$ cat src/rtl/branch_pkg.sv
// Shared branch-unit types: branch type encodings and BHT constants.
package branch_pkg;

  typedef enum logic [2:0] {
    BR_EQ     = 3'b000,
    BR_NE     = 3'b001,
    BR_NEVER  = 3'b010,
    BR_ALWAYS = 3'b011,
    BR_LT     = 3'b100,
    BR_GE     = 3'b101,
    BR_LTU    = 3'b110,
    BR_GEU    = 3'b111
  } br_type_e;

  localparam logic [1:0] BHT_RST = 2'b01;

  function automatic logic is_cond(input br_type_e t);
    return (t != BR_NEVER) && (t != BR_ALWAYS);
  endfunction

endpackage

$ cat src/rtl/branch_bht.sv
// Branch history table: 2-bit saturating counters,
// one combinational lookup port and one update port.
module branch_bht
  import branch_pkg::*;
#(
  parameter int XLEN  = 32,
  parameter int DEPTH = 16
) (
  input  logic            clk,
  input  logic            rst,
  input  logic [XLEN-1:0] lk_pc,
  output logic            lk_taken,
  input  logic            upd_en,
  input  logic [XLEN-1:0] upd_pc,
  input  logic            upd_taken
);

  localparam int IW = $clog2(DEPTH);

  logic [1:0]    cnt_q [DEPTH];
  logic [1:0]    cnt_d [DEPTH];
  logic [IW-1:0] lk_idx;
  logic [IW-1:0] upd_idx;
  logic          unused_pc;

  assign lk_idx  = lk_pc[IW+1:2];
  assign upd_idx = upd_pc[IW+1:2];
  assign unused_pc = ^{lk_pc[XLEN-1:IW+2], lk_pc[1:0],
                       upd_pc[XLEN-1:IW+2], upd_pc[1:0]};

  // Lookup reads the registered array, so a same-index
  // update in this cycle is not visible until next cycle.
  assign lk_taken = cnt_q[lk_idx][1];

  always_comb begin
    cnt_d = cnt_q;
    if (upd_en) begin
      if (upd_taken && cnt_q[upd_idx] != 2'b11)
        cnt_d[upd_idx] = cnt_q[upd_idx] + 2'd1;
      else if (!upd_taken && cnt_q[upd_idx] != 2'b00)
        cnt_d[upd_idx] = cnt_q[upd_idx] - 2'd1;
    end
  end

  always_ff @(posedge clk) begin
    if (!rst) begin
      for (int i = 0; i < DEPTH; i++)
        cnt_q[i] <= BHT_RST;
    end else begin
      cnt_q <= cnt_d;
    end
  end

endmodule

$ cat src/rtl/branch_unit.sv
// Branch resolve unit with 1-entry output register and BHT.
// Define BRANCH_STATS_EN to build the branch/mispredict counters.
module branch_unit
  import branch_pkg::*;
#(
  parameter int XLEN      = 32,
  parameter int BHT_DEPTH = 16,
  parameter int CNT_W     = 32
) (
  input  logic             clk,
  input  logic             rst,
  input  logic             in_valid,
  output logic             in_ready,
  input  logic [2:0]       br_type,
  input  logic [XLEN-1:0]  a,
  input  logic [XLEN-1:0]  b,
  input  logic [XLEN-1:0]  pc,
  input  logic             pred_in,
  output logic             out_valid,
  input  logic             out_ready,
  output logic             br_taken,
  output logic             mispredict,
  input  logic [XLEN-1:0]  lk_pc,
  output logic             lk_taken,
  output logic [CNT_W-1:0] stat_br,
  output logic [CNT_W-1:0] stat_mis
);

  br_type_e        bt;
  logic            eq, lt, ltu, taken;
  logic            accept, commit, upd_en;

  logic            out_valid_q, out_valid_d;
  logic            br_taken_q, br_taken_d;
  logic            mispredict_q, mispredict_d;
  br_type_e        type_q, type_d;
  logic [XLEN-1:0] pc_q, pc_d;

  assign bt  = br_type_e'(br_type);
  assign eq  = (a == b);
  assign lt  = ($signed(a) < $signed(b));
  assign ltu = (a < b);

  always_comb begin
    taken = 1'b0;
    unique case (1'b1)
      (bt == BR_EQ):     taken = eq;
      (bt == BR_NE):     taken = !eq;
      (bt == BR_NEVER):  taken = 1'b0;
      (bt == BR_ALWAYS): taken = 1'b1;
      (bt == BR_LT):     taken = lt;
      (bt == BR_GE):     taken = !lt;
      (bt == BR_LTU):    taken = ltu;
      (bt == BR_GEU):    taken = !ltu;
      default:           taken = 1'b0;
    endcase
  end

  assign in_ready = rst && (!out_valid_q || out_ready);
  assign accept   = in_valid && in_ready;
  assign commit   = out_valid_q && out_ready;
  assign upd_en   = commit && rst && is_cond(type_q);

  always_comb begin
    out_valid_d  = out_valid_q;
    br_taken_d   = br_taken_q;
    mispredict_d = mispredict_q;
    type_d       = type_q;
    pc_d         = pc_q;
    if (accept) begin
      out_valid_d  = 1'b1;
      br_taken_d   = taken;
      mispredict_d = (taken != pred_in);
      type_d       = bt;
      pc_d         = pc;
    end else if (commit) begin
      out_valid_d  = 1'b0;
    end
  end

  always_ff @(posedge clk) begin
    if (!rst) begin
      out_valid_q  <= 1'b0;
      br_taken_q   <= 1'b0;
      mispredict_q <= 1'b0;
      type_q       <= BR_NEVER;
      pc_q         <= '0;
    end else begin
      out_valid_q  <= out_valid_d;
      br_taken_q   <= br_taken_d;
      mispredict_q <= mispredict_d;
      type_q       <= type_d;
      pc_q         <= pc_d;
    end
  end

  assign out_valid  = out_valid_q;
  assign br_taken   = br_taken_q;
  assign mispredict = mispredict_q;

  branch_bht #(
    .XLEN  (XLEN),
    .DEPTH (BHT_DEPTH)
  ) u_bht (
    .clk       (clk),
    .rst       (rst),
    .lk_pc     (lk_pc),
    .lk_taken  (lk_taken),
    .upd_en    (upd_en),
    .upd_pc    (pc_q),
    .upd_taken (br_taken_q)
  );

`ifdef BRANCH_STATS_EN
  localparam logic [CNT_W-1:0] ONE = CNT_W'(1);

  logic [CNT_W-1:0] stat_br_q, stat_br_d;
  logic [CNT_W-1:0] stat_mis_q, stat_mis_d;

  always_comb begin
    stat_br_d  = stat_br_q;
    stat_mis_d = stat_mis_q;
    if (upd_en) begin
      if (stat_br_q != '1)
        stat_br_d = stat_br_q + ONE;
      if (mispredict_q && stat_mis_q != '1)
        stat_mis_d = stat_mis_q + ONE;
    end
  end

  always_ff @(posedge clk) begin
    if (!rst) begin
      stat_br_q  <= '0;
      stat_mis_q <= '0;
    end else begin
      stat_br_q  <= stat_br_d;
      stat_mis_q <= stat_mis_d;
    end
  end

  assign stat_br  = stat_br_q;
  assign stat_mis = stat_mis_q;
`else
  assign stat_br  = '0;
  assign stat_mis = '0;
`endif

endmodule

$ cat config.mk
export PLATFORM = sky130hd
export DESIGN_NAME = branch_unit
export DESIGN_NICKNAME = d
export VERILOG_FILES = /design/src/rtl/branch_pkg.sv /design/src/rtl/branch_bht.sv /design/src/rtl/branch_unit.sv
export SDC_FILE = /design/constraint.sdc
export NUM_CORES = 1
export LEC_CHECK = 0
export BUFFER_PORTS_ARGS = -buffer_cell sky130_fd_sc_hd__buf_2
export CORE_UTILIZATION = 48
export CTS_CLUSTER_DIAMETER = 200
export DETAILED_ROUTE_END_ITERATION = 10
export PLACE_DENSITY = 0.88
export SLEW_MARGIN = 20
export SYNTH_ARGS = -nofsm -noshare
export SYNTH_HDL_FRONTEND = slang
export SYNTH_SLANG_ARGS = --single-unit
$ cat constraint.sdc
create_clock -name clk -period 4.7 [get_ports clk]
set_input_delay 0.235 -clock clk [delete_from_list [all_inputs] [get_ports clk]]
set_output_delay 0.235 -clock clk [all_outputs]
set_load 0.01 [all_outputs]
==> results of run 1 <==
cell families (layout without fill, tap and decap cells):
kind of cell,after synthesis,count (layout),synth area share (%)
simple gates,126,126,17.39
buf+inv,115,135,19.90
compound gates,60,60,11.73
flops,41,41,23.82
fa+ha+maj,34,34,12.35
mux,32,32,14.45
other cells,1,64,0.1088
xor+xnor,1,1,0.2542
metal layers:
metal | part of all wire (%) | vias to the layer above | wire, um | global-route usage [%]
met4 | 3.7 | 0 | 285 | 12.27
met3 | 7.1 | 32 | 556 | 4.190
met2 | 51 | 170 | 4007 | 40.84
li1 | - | 1462 | - | -
met5 | 0 | - | 0 | 0
met1 | 38 | 1381 | 2940 | 22.35
worst reg2reg max path, cell delays in order, from the launching register on:
cell and delay (ns):
sky130_fd_sc_hd__dfxtp_1 0.80, sky130_fd_sc_hd__mux4_2 0.60, sky130_fd_sc_hd__mux2_2 0.29, sky130_fd_sc_hd__o21ai_1 0.19, sky130_fd_sc_hd__inv_2 0.06, sky130_fd_sc_hd__ha_1 0.21, sky130_fd_sc_hd__mux2i_1 0.16, sky130_fd_sc_hd__nand3_1 0.10
sky130_fd_sc_hd__nor2_1 0.10, sky130_fd_sc_hd__nand2_1 0.25, sky130_fd_sc_hd__nor3_1 0.43, sky130_fd_sc_hd__mux2i_1 0.24, sky130_fd_sc_hd__nand2_1 0.08
cells in the final DEF (no fill, tap or decap), types with 14 or more instances in the layout:
| cell type | instances |
|---|---|
| sky130_fd_sc_hd__conb_1 | 64 |
| sky130_fd_sc_hd__nor2_1 | 16 |
| sky130_fd_sc_hd__buf_2 | 84 |
| sky130_fd_sc_hd__mux4_2 | 14 |
| sky130_fd_sc_hd__dfxtp_1 | 41 |
| sky130_fd_sc_hd__nand2_1 | 51 |
| sky130_fd_sc_hd__mux2i_1 | 16 |
| sky130_fd_sc_hd__nand3_1 | 18 |
| sky130_fd_sc_hd__inv_1 | 36 |
| sky130_fd_sc_hd__ha_1 | 34 |
worst min-delay path by stage:
stage               depth (start not counted)        end  slack [ns]  startpoint
finish                                      3    pc_q[3]        0.14       pc[3]
global route                                3    pc_q[3]        0.17       pc[3]
CTS                                         3    pc_q[4]        0.14       pc[4]
detailed placement                          2  type_q[2]        0.45   type_q[2]
global placement                            2  type_q[2]        0.44   type_q[2]
floorplan                                   2    pc_q[2]        0.35       pc[2]
per-stage QoR:
step / util, % / worst slack (ns)
2_1_floorplan: - / 1.568
3_3_place_gp: 54.12 / 1.139
3_5_place_dp: 54.12 / 1.020
4_1_cts: 55.59 / 0.9904
5_1_grt: 55.59 / 0.6858
6_report: 55.59 / 1.038
power groups by stage:
stage	combinational, mW	sequential [mW]	clock (mW)
finish	0.183	0.369	0.255
floorplan	0.164	0.368	0
global placement	0.173	0.377	0
detailed placement	0.182	0.377	0
global route	0.207	0.371	0.271
CTS	0.183	0.369	0.255
area by class of cell:
| cell class | count | area (um2) | share of cell area (%) |
|---|---|---|---|
| clock buffers | 7 | 96.34 | 2.523 |
| well taps | 96 | 120.1 | 3.145 |
| flip-flops and latches | 41 | 820.8 | 21.49 |
| inverters | 38 | 142.6 | 3.735 |
| clock inverters | 1 | 5.005 | 0.1311 |
| multi-input cells | 317 | 2176 | 56.98 |
| repair buffers | 89 | 457.9 | 11.99 |
==> impl_metrics.py, run 1 <==
metrics = {
    "status": {
        "run_status": "finished clean",
    },
    "clocking": {
        "htree_levels": 2,
        "post-cts-setup-buffer-count": 0,
        "cts_inserted_buffers": 5,
        "cts-root-buf": "sky130_fd_sc_hd__clkbuf_8",
        "cts.clk_slew.worst_paths_ns": 0.07,
        "cts_hold_repair.buffers": 0,
        "clock_insertion_delay_worst_skew_ns": 0.30,
        "tritoncts": "built",
        "max-clock-path-buffers": 2,
        "clock_sink_count": 41,
        "ctsResizeCount": 0,
    },
    "critical_path": {
        "ff2ff_path_depth": 12,
        "path_delay_family": "multiplexers",
        "worst_ep_arrival_time_ns": 3.81,
        "critical_path_peak_fanout": 13,
        "critical_path.endpoint_type": "flip-flop",
        "cpPeakStageDelay_ns": 0.80,
        "crit_path_cell_trace": "mux4_2 -> mux2_2 -> o21ai_1 -> inv_2 -> ha_1 -> mux2i_1 -> nand3_1 -> nor2_1 -> nand2_1 -> nor3_1 -> mux2i_1 -> nand2_1",
        "critPathSlowestCell": "sky130_fd_sc_hd__dfxtp_1",
        "worstPathRequired_ns": 4.85,
        "worstSetupStartpointType": "flip-flop",
        "cp.depth": 12,
        "regToRegStartpoint": "pc_q[2]",
        "critical_path_buf_inv_count": 1,
        "timing_worst_setup_path_type": "reg2reg",
        "setup.worst_path.start": "pc_q[2]",
        "reg2reg_setup_slack_ns": 1.04,
    },
    "final_layout": {
        "finalInstanceArea_um2": 3819,
        "filler_cell_count": 623,
        "diodes": 0,
        "area_growth_pct": 10.82,
        "post_route_cells_drive_above_1_share_pct": 24.95,
        "final-instance-count-excl-fill": 589,
        "nets": 662,
    },
    "pwr": {
        "power_frac_seq_pct": 45.7,
        "vdd_drop_max_uv": 137.9,
        "power_frac_clock_pct": 31.6,
        "cellLeakagePower_nw": 1.872,
        "power_mw": 0.8073,
        "power.switching_fraction_pct": 29.93,
        "power.density_cell_area_nw_per_um2": 211.4,
        "comb_power_share_pct": 22.7,
        "p_int_mw": 0.5656,
        "net-switching-power_mw": 0.2416,
    },
    "synth": {
        "yosysUniqueCellTypes": 45,
        "synth-edff-count": 0,
        "proportion_of_register_bits_with_asynchronous_set_or_reset_after_synthesis_pct": 0,
        "synth.area.top_cells": "sky130_fd_sc_hd__dfxtp_1 24%, sky130_fd_sc_hd__buf_4 14%, sky130_fd_sc_hd__ha_1 12%",
        "synth_common_cells": "64 x sky130_fd_sc_hd__buf_4, 51 x sky130_fd_sc_hd__nand2_1, 41 x sky130_fd_sc_hd__dfxtp_1",
        "dominantRegCellSynth": "sky130_fd_sc_hd__dfxtp_1",
        "netlist_instances": 410,
        "synth_top_cell_by_area": "sky130_fd_sc_hd__dfxtp_1",
        "syn_avg_cell_area_um2": 8.404,
        "synth_top_cell_area_share_pct": 23.82,
        "yosysMostFrequentCell": "sky130_fd_sc_hd__buf_4",
        "synthesis.area_um2": 3446,
        "yosys_register_bits": 41,
        "seq_area_frac_synth_pct": 23.82,
        "ys_warn_count": 0,
    },
    "timing": {
        "skew_ns": 0.007797,
        "final_max_slew_viol_count": 0,
        "final_period_minus_worst_setup_slack_ns": 3.662,
        "hold_ws_ns": 0.1405,
        "timing.final.setup_violations": 0,
        "fin_tns_setup_ns": 0,
        "fmax_ghz": 0.2730,
        "layout_worst_path_cycle_share_pct": 77.92,
        "finalHoldViolCount": 0,
        "rsz_0062_raised_after_global_routing": "no",
        "worst_pin_slew_ns": 0.7480,
        "worst_slew_slack_as_a_fraction_of_its_limit_pct": 50.06,
    },
    "routing": {
        "detail_route.first_pass.iterations": 4,
        "drc_errors": 0,
        "route.detailed.wl_per_inst_um": 13.22,
        "detail_route.vias_per_cell": 5.170,
        "wl_mm": 7.788,
        "antenna_left": 0,
        "first_iter_violations": 183,
        "dr_total_vias": 3045,
    },
    "floorplanning": {
        "num_io_pins": 205,
        "die_w_um": 86.73,
        "core_area_um2": 6869,
        "die_area_um2": 7521,
        "initial_utilization_pct": 50.16,
        "core.rowCount": 30,
        "fp.dieH_um": 86.73,
    },
    "placement": {
        "placed_wire_length_estimate_after_detailed_placement_mm": 6.173,
        "numPortBuffers": 84,
        "numPlacedInstances": 581,
        "placed_area_um2": 3717,
        "gp_congestion": 0.8673,
    },
    "global_routing": {
        "grt_pass1_wl_mm": 12.71,
        "first_global_vias": 3000,
        "grt_max_degree": 45,
        "grt_antenna_before_repair": 0,
        "grt_overflow": 0,
        "groute.usage.overall_pct": 21.68,
    },
    "job": {
        "cap_viol_max_count": 0,
    },
    "worst_hold_path": {
        "hold_path_class": "in2reg",
    },
}
No activity file was read; power rests on OpenSTA's default activity.
==> run 2, diff against run 1 <==
- CORE_UTILIZATION: 48 -> 40
- PLACE_DENSITY: 0.88 -> 0.79
- clock period: 4.7 -> 3.35 ns (I/O delays scaled with it)
==> impl_metrics.py, run 2 (synthesized netlist as in run 1, its figures left out) <==
metrics = {
    "floorplanning": {
        "die_area_um2": 8990,
        "initial_utilization_pct": 41.73,
        "core.rowCount": 33,
        "num_io_pins": 205,
        "core_area_um2": 8258,
        "fp.dieH_um": 94.82,
        "die_w_um": 94.82,
    },
    "critical_path": {
        "reg2reg_setup_slack_ns": 0.09,
        "crit_path_cell_trace": "buf_12 -> mux4_2 -> mux4_2 -> ha_1 -> mux2i_1 -> nand3_1 -> or3_1 -> nor2_1 -> mux2i_1 -> nand2_1",
        "critPathSlowestCell": "sky130_fd_sc_hd__mux4_2",
        "critical_path.endpoint_type": "flip-flop",
        "critical_path_buf_inv_count": 1,
        "setup.worst_path.start": "pc_q[2]",
        "critical_path_peak_fanout": 13,
        "worstPathRequired_ns": 3.52,
        "worst_ep_arrival_time_ns": 3.42,
        "worstSetupStartpointType": "flip-flop",
        "cpPeakStageDelay_ns": 0.54,
        "path_delay_family": "multiplexers",
        "timing_worst_setup_path_type": "reg2reg",
        "regToRegStartpoint": "pc_q[2]",
    },
    "placement": {
        "placed_area_um2": 3809,
        "numPortBuffers": 84,
        "gp_congestion": 0.8515,
        "placed_wire_length_estimate_after_detailed_placement_mm": 6.497,
    },
    "clocking": {
        "post-cts-setup-buffer-count": 0,
        "cts.clk_slew.worst_paths_ns": 0.07,
        "htree_levels": 2,
        "cts-root-buf": "sky130_fd_sc_hd__clkbuf_8",
        "cts_hold_repair.buffers": 0,
        "max-clock-path-buffers": 2,
        "ctsResizeCount": 0,
        "clock_insertion_delay_worst_skew_ns": 0.30,
        "cts_inserted_buffers": 5,
        "clock_sink_count": 41,
        "tritoncts": "built",
    },
    "pwr": {
        "cellLeakagePower_nw": 1.921,
        "vdd_drop_max_uv": 173.2,
        "power.density_cell_area_nw_per_um2": 280.0,
    },
    "timing": {
        "final_max_slew_viol_count": 0,
        "worst_slew_slack_as_a_fraction_of_its_limit_pct": 66.38,
        "skew_ns": 0.006620,
        "layout_worst_path_cycle_share_pct": 97.18,
        "timing.final.setup_violations": 0,
        "worst_pin_slew_ns": 0.4997,
        "hold_ws_ns": 0.07472,
        "fmax_ghz": 0.3072,
        "rsz_0062_raised_after_global_routing": "yes",
        "finalHoldViolCount": 0,
        "final_period_minus_worst_setup_slack_ns": 3.255,
    },
    "routing": {
        "detail_route.vias_per_cell": 4.984,
        "antenna_left": 0,
        "route.detailed.wl_per_inst_um": 12.87,
        "dr_total_vias": 3025,
        "drc_errors": 0,
        "wl_mm": 7.812,
        "first_iter_violations": 123,
        "detail_route.first_pass.iterations": 4,
    },
    "final_layout": {
        "nets": 671,
        "filler_cell_count": 814,
        "diodes": 0,
        "area_growth_pct": 13.36,
        "storage_element_area_um2": 822.0,
        "multi_input_area_um2": 2190,
        "finalInstanceArea_um2": 3906,
        "post_route_cells_drive_above_1_share_pct": 26.89,
        "mostFrequentLayoutCells": "84 x sky130_fd_sc_hd__buf_2, 64 x sky130_fd_sc_hd__conb_1, 51 x sky130_fd_sc_hd__nand2_1",
        "layout.cells.most_common": "sky130_fd_sc_hd__buf_2",
    },
    "status": {
        "run_status": "finished clean",
    },
    "worst_hold_path": {
        "timing.hold.worst.start": "pc[5]",
        "hold_path_class": "in2reg",
    },
    "global_routing": {
        "grt_max_degree": 44,
        "grt_antenna_before_repair": 0,
        "first_global_vias": 3050,
        "grt_overflow": 0,
        "groute.usage.overall_pct": 18.40,
        "grt_pass1_wl_mm": 13.00,
    },
    "job": {
        "cap_viol_max_count": 0,
    },
}
-- run 2: changes by cell type in the layout (fill, tap and decap cells not counted) --
cell,previous run,this run
sky130_fd_sc_hd__clkbuf_8,7,5
sky130_fd_sc_hd__dfxtp_2,0,1
sky130_fd_sc_hd__buf_12,0,1
sky130_fd_sc_hd__o21ai_1,12,11
sky130_fd_sc_hd__clkinv_2,1,2
sky130_fd_sc_hd__o21ai_2,0,1
sky130_fd_sc_hd__dfxtp_1,41,40
sky130_fd_sc_hd__nor3_1,8,6
sky130_fd_sc_hd__clkbuf_1,0,1
sky130_fd_sc_hd__nor3_2,0,2
sky130_fd_sc_hd__buf_4,5,13
-- run 2: path summary, 6_finish.rpt --
check | cells after the start | end
worst min-delay path | 3 | pc_q[5]
worst max-delay path | 10 | flip-flop
worst max register to register | 10 | flip-flop
worst min register to register | 2 | type_q[2]
-- run 2: metrics by stage --
| step | worst slack (ns) | cells | total power [mW] | setup TNS [ns] | utilization (%) |
|---|---|---|---|---|---|
| 2_1_floorplan | 0.2178 | 473 | 0.7466 | 0 | - |
| 3_3_place_gp | 0.1581 | 599 | 0.7797 | 0 | 46.12 |
| 3_5_place_dp | 0.03389 | 599 | 0.7917 | 0 | 46.12 |
| 4_1_cts | 0.01397 | 607 | 1.103 | 0 | 47.12 |
| 5_1_grt | -0.003281 | 607 | 1.162 | -0.003281 | 47.30 |
| 6_report | 0.09460 | 607 | 1.094 | 0 | 47.30 |
-- run 2: area by class of cell --
class,instances,area share [%]
clock inverters,2,0.2562
multi-input cells,317,56.05
clock buffers,6,1.858
repair buffers,98,13.77
well taps,105,3.363
flip-flops and latches,41,21.04
inverters,38,3.652
-- run 2: routing by layer --
| layer | share of wire, % | up-vias | global-route usage [%] | wire length [um] |
|---|---|---|---|---|
| met2 | 53 | 154 | 35.13 | 4170 |
| met4 | 2.8 | 0 | 9.217 | 220 |
| met3 | 6.9 | 23 | 3.623 | 542 |
| met1 | 37 | 1369 | 18.79 | 2878 |
| met5 | 0 | - | 0 | 0 |
| li1 | - | 1479 | - | - |
-- run 2: power breakdown --
group	switching, mW	total, mW	leakage (nW)	internal, mW
Combinational	0.157	0.272	1.54	0.115
Sequential	0.0122	0.509	0.333	0.497
Clock	0.168	0.312	0.0450	0.144
Total	0.337	1.09	1.92	0.756
-- run 2: worst reg2reg max path: stages (launching register included) --
cell,delay (ns)
sky130_fd_sc_hd__dfxtp_1,0.36
sky130_fd_sc_hd__buf_12,0.16
sky130_fd_sc_hd__mux4_2,0.52
sky130_fd_sc_hd__mux4_2,0.54
sky130_fd_sc_hd__ha_1,0.22
sky130_fd_sc_hd__mux2i_1,0.17
sky130_fd_sc_hd__nand3_1,0.12
sky130_fd_sc_hd__or3_1,0.41
sky130_fd_sc_hd__nor2_1,0.30
sky130_fd_sc_hd__mux2i_1,0.24
sky130_fd_sc_hd__nand2_1,0.08
